File: config.mk
export PLATFORM = sky130hd
export DESIGN_NAME = hazard_match_tracker
export DESIGN_NICKNAME = d
export VERILOG_FILES = /design/src/rtl/hazard_match_tracker.sv
export SDC_FILE = /design/constraint.sdc
export NUM_CORES = 1
export LEC_CHECK = 0
export ABC_AREA = 0
export BUFFER_PORTS_ARGS = -buffer_cell sky130_fd_sc_hd__buf_2
export CORE_ASPECT_RATIO = 1.1
export CORE_MARGIN = 2
export CORE_UTILIZATION = 39
export DETAILED_ROUTE_END_ITERATION = 8
export HOLD_SLACK_MARGIN = 0.05
export PLACE_DENSITY = 0.7
export SLEW_MARGIN = 20
export SYNTH_ARGS = -nofsm -noshare
export SYNTH_HDL_FRONTEND = slang
export SYNTH_SLANG_ARGS = --single-unit
File: constraint.sdc
create_clock -name clk -period 1.05 [get_ports clk]
set_input_delay 0 -clock clk [delete_from_list [all_inputs] [get_ports clk]]
set_output_delay 0 -clock clk [all_outputs]
set_load 0.02 [all_outputs]
File: src/rtl/hazard_match_tracker.sv
// Hazard sideband pipeline: carries destination and control bits through E/M/W
// and produces the register-match strobes consumed by the hazard unit.
module hazard_match_tracker #(
  parameter int RA_W   = 4,
  parameter int PC_REG = 15
) (
  input  logic            clk,
  input  logic            reset,
  input  logic            ValidD,
  input  logic [RA_W-1:0] RA1D,
  input  logic [RA_W-1:0] RA2D,
  input  logic [RA_W-1:0] WA3D,
  input  logic            RegWriteD,
  input  logic            MemToRegD,
  input  logic            FlushE,
  output logic            Match_1E_M,
  output logic            Match_1E_W,
  output logic            Match_2E_M,
  output logic            Match_2E_W,
  output logic            Match_12D_E,
  output logic            RegWriteM,
  output logic            RegWriteW,
  output logic            MemToRegE,
  output logic [RA_W-1:0] WA3W
);

  localparam logic [RA_W-1:0] PC_ADDR = RA_W'(PC_REG);

  logic            valid_e_r, reg_write_e_r, mem_to_reg_e_r;
  logic [RA_W-1:0] ra1_e_r, ra2_e_r, wa3_e_r;
  logic            valid_m_r, reg_write_m_r;
  logic [RA_W-1:0] wa3_m_r;
  logic            valid_w_r, reg_write_w_r;
  logic [RA_W-1:0] wa3_w_r;

  logic            prod_e_s, prod_m_s, prod_w_s;

  // Stage registers: D->E with flush-to-bubble, E->M->W unconditional shift.
  always_ff @(posedge clk or negedge reset) begin
    if (!reset) begin
      valid_e_r      <= 1'b0;
      reg_write_e_r  <= 1'b0;
      mem_to_reg_e_r <= 1'b0;
      ra1_e_r        <= {RA_W{1'b0}};
      ra2_e_r        <= {RA_W{1'b0}};
      wa3_e_r        <= {RA_W{1'b0}};
      valid_m_r      <= 1'b0;
      reg_write_m_r  <= 1'b0;
      wa3_m_r        <= {RA_W{1'b0}};
      valid_w_r      <= 1'b0;
      reg_write_w_r  <= 1'b0;
      wa3_w_r        <= {RA_W{1'b0}};
    end else begin
      valid_w_r     <= valid_m_r;
      reg_write_w_r <= reg_write_m_r;
      wa3_w_r       <= wa3_m_r;
      valid_m_r     <= valid_e_r;
      reg_write_m_r <= reg_write_e_r;
      wa3_m_r       <= wa3_e_r;
      if (FlushE) begin
        valid_e_r      <= 1'b0;
        reg_write_e_r  <= 1'b0;
        mem_to_reg_e_r <= 1'b0;
        ra1_e_r        <= {RA_W{1'b0}};
        ra2_e_r        <= {RA_W{1'b0}};
        wa3_e_r        <= {RA_W{1'b0}};
      end else begin
        valid_e_r      <= ValidD;
        reg_write_e_r  <= RegWriteD;
        mem_to_reg_e_r <= MemToRegD;
        ra1_e_r        <= RA1D;
        ra2_e_r        <= RA2D;
        wa3_e_r        <= WA3D;
      end
    end
  end

  // A stage can only be matched against when it holds a real, non-PC producer.
  assign prod_e_s = valid_e_r & (wa3_e_r != PC_ADDR);
  assign prod_m_s = valid_m_r & (wa3_m_r != PC_ADDR);
  assign prod_w_s = valid_w_r & (wa3_w_r != PC_ADDR);

  assign Match_1E_M  = valid_e_r & prod_m_s & (ra1_e_r == wa3_m_r);
  assign Match_1E_W  = valid_e_r & prod_w_s & (ra1_e_r == wa3_w_r);
  assign Match_2E_M  = valid_e_r & prod_m_s & (ra2_e_r == wa3_m_r);
  assign Match_2E_W  = valid_e_r & prod_w_s & (ra2_e_r == wa3_w_r);
  assign Match_12D_E = ValidD & prod_e_s & reg_write_e_r &
                       ((RA1D == wa3_e_r) | (RA2D == wa3_e_r));

  assign RegWriteM = valid_m_r & reg_write_m_r;
  assign RegWriteW = valid_w_r & reg_write_w_r;
  assign MemToRegE = valid_e_r & mem_to_reg_e_r;
  assign WA3W      = wa3_w_r;

endmodule
==> results.py <==
metrics = {
    "run_status": {
        "run_status": "finished with violations",
        "failing_checks": "negative setup slack",
    },
    "final_layout": {
        "mostFrequentLayoutCell": "dfrtp_1",
        "fin_area_sq_mm": 0.00157,
        "n_antenna_cell": 0,
        "area_growth_syn_to_layout_pct": 43.0,
        "layout-drive-gt1-share_pct": 33.6,
        "multi_input_area_sq_um": 462,
        "layout.cells.non_filler": 170,
        "fill_cells": 229,
        "num-nets-final": 156,
        "final_cell_mix": "dfrtp_1, buf_2, xnor2_1, dlygate4sd3_1, nor2b_1",
        "area_of_all_sequential_standard_cells_sq_um": 681,
    },
    "pwr": {
        "vdd.ir_drop.worst_mv": 0.742,
        "power_density_mw_per_mm2": 1200,
        "power.static_leakage_nw": 0.680,
    },
    "synthesis": {
        "post_synthesis_net_count": 105,
        "yosys_register_bits": 27,
        "sequential_fraction_of_the_synthesis_area_pct": 61.6,
        "yosysWarningCount": 0,
        "synthTopCellsByArea": "dfrtp_1, xnor2_1, nor2b_1",
        "synth_area_sq_mm": 0.00110,
        "post-synth-top-area-fraction_pct": 61.6,
        "syn_inst": 87,
        "synthesis.area_per_instance_sq_um": 12.6,
        "ys_types": 9,
        "post-synth-top-area-cell": "dfrtp_1",
    },
    "clock_tree": {
        "worst_skew_pair.late_latency_ns": 0.32,
        "cts_made_buffers": 3,
        "ctsLongestPathBuffers": 2,
        "clkSinkCount": 27,
        "cts.htree.levels": 1,
        "cts.clk_slew.worst_paths_ns": 0.13,
        "cts.root.buffer_cell": "clkbuf_4",
        "cts_tree": "yes",
    },
    "worst_setup_path": {
        "cp_max_fo": 4,
        "worst_setup_ep_type": "primary output",
        "crit_path_cell_trace": "xnor2_1, nand4_1, a21oi_2, buf_6",
        "cp_data_arrival_time_ns": 1.46,
        "crit_buf_inv": 1,
        "r2r_start": "wa3_e_r[3]",
        "crit_path_max_incr_delay_ns": 0.47,
        "timing.critical_path.from_type": "flop",
        "timing.critical_path.required_ns": 1.05,
        "cpMaxStageDelayCell": "dfrtp_1",
        "critical-path-top-delay-family": "flip-flops",
        "setup.worst_path.start": "wa3_e_r[2]",
        "crit_type": "reg2out",
    },
    "drt": {
        "dr_total_vias": 793,
        "route.detailed.vias_per_inst": 4.66,
        "drt-initial-drc-count": 9,
        "postRouteWirelength_mm": 2.29,
        "drt-pass1-iter-count": 3,
        "post_detailed_route_count_of_antenna_violating_nets": 0,
        "drt_drc_violations_left": 0,
        "post_drt_wl_per_cell_um": 13.5,
    },
    "sta": {
        "worst_clock_skew_ns": 0.000690,
        "maxClockFrequency_mhz": 686,
        "timing.final.crit_share_pct": 139,
        "grt_setup_unrepaired": "true",
        "period_minus_slack_ns": 1.46,
        "worst_margin_pin_slew_ns": 0.573,
        "setup_viol": 6,
        "finalHoldViolations": 0,
        "final_max_slew_viol_count": 0,
        "worst_slew_margin_rel_pct": 61.8,
        "final_critical_path_setup_slack_ns": -0.408,
    },
    "floorplan": {
        "die_area_sq_mm": 0.00325,
        "die_width_um": 54.5,
        "io_pins": 30,
        "placement_rows": 20,
        "initial_core_util_pct": 40.2,
        "core_area_sq_mm": 0.00273,
        "floorplan.die.height_um": 59.6,
    },
    "global_routing": {
        "grt_first_pass_wirelength_mm": 3.61,
        "first_global_vias": 863,
        "grt_max_degree": 28,
        "track_usage_pct": 15.9,
        "gr-total-overflow": 0,
        "antenna_found_initial": 0,
    },
    "job": {
        "drv.max_cap_violation_count": 0,
    },
    "placement": {
        "gpl_congestion": 0.839,
        "place_inst": 148,
        "total_half_perimeter_wirelength_after_legalization_and_detailed_placement_mm": 1.53,
        "dpl-instance-area_sq_mm": 0.00128,
        "io_buffer_count": 29,
    },
    "hold_path": {
        "worstHoldPathType": "in2async",
    },
}
## final timing paths
path / to / slack, ns / depth (start not counted)
worst max-delay path: Match_12D_E / -0.41 / 4
worst min-delay path: reg_write_w_r / 0.19 / 2
worst max register to register: wa3_m_r[3] / 0.35 / 1
worst min register to register: reg_write_w_r / 0.39 / 0
max in group asynchronous: wa3_e_r[3] / 0.44 / 2
min in group clk: reg_write_w_r / 0.39 / 0
## cell families after synthesis
family / Yosys count / share of synthesized area, %
xor gates and xnor gates: 24 / 19.2
DFF: 27 / 61.6
buffers and inverters: 1 / 0.456
AOI/OAI and AO/OA: 1 / 0.456
and+or+nand+nor: 34 / 18.3
## through the flow
stage / util (%) / hold WS [ns] / TNS [ns] / setup slack, ns / power [mW]
after floorplan: - / -0.296 / 0 / 0.00915 / 1.29
after global placement: 46.8 / 0.0181 / 0 / 0.0582 / 1.38
after detailed placement: 46.8 / 0.0288 / 0 / 0.0321 / 1.39
after CTS: 54.8 / 0.205 / -1.39 / -0.318 / 1.86
after global routing: 57.5 / 0.244 / -2.01 / -0.519 / 1.99
final: 57.5 / 0.192 / -1.35 / -0.408 / 1.88
## metal layers
metal | track usage (%) | up-vias | routed length, um
li1 | - | 386 | -
met1 | 19.0 | 370 | 889
met2 | 26.7 | 29 | 1190
met3 | 2.78 | 8 | 120
met4 | 8.21 | 0 | 84
met5 | 0 | - | 0
## cells in the mapped netlist, drive strengths merged
master / instances
dfrtp: 27
xnor2: 24
nor2b: 15
nand4: 10
nor2: 4
and2: 3
nand3: 2
a21oi: 1
buf: 1
## where the power goes
part | total, mW | leakage (nW) | internal (mW) | switching [mW]
Combinational | 0.291 | 0.322 | 0.173 | 0.118
Sequential | 1.16 | 0.343 | 1.09 | 0.0623
Clock | 0.429 | 0.0150 | 0.149 | 0.281
## state kept, by name (all words and copies together), names as in the netlist, 4 cells and up
| name | cells |
|---|---|
| ra2_e_r | 4 |
| ra1_e_r | 4 |
| WA3W | 4 |
| wa3_m_r | 4 |
| wa3_e_r | 4 |
## repair_timing
action,in CTS,in global routing
gates resized for setup,5,20
endpoints found under the setup margin,6,8
pin swaps,9,8
setup buffers,1,0
hold buffers,17,0
hold endpoints to repair,42,0
## area by class of cell
cell class	instances	area share [%]
clock buffer	4	1.68
sequential	27	43.4
multi-input combinational	59	29.4
tap	33	2.63
timing repair buffer	47	22.8
No activity file was read; power rests on OpenSTA's default activity.
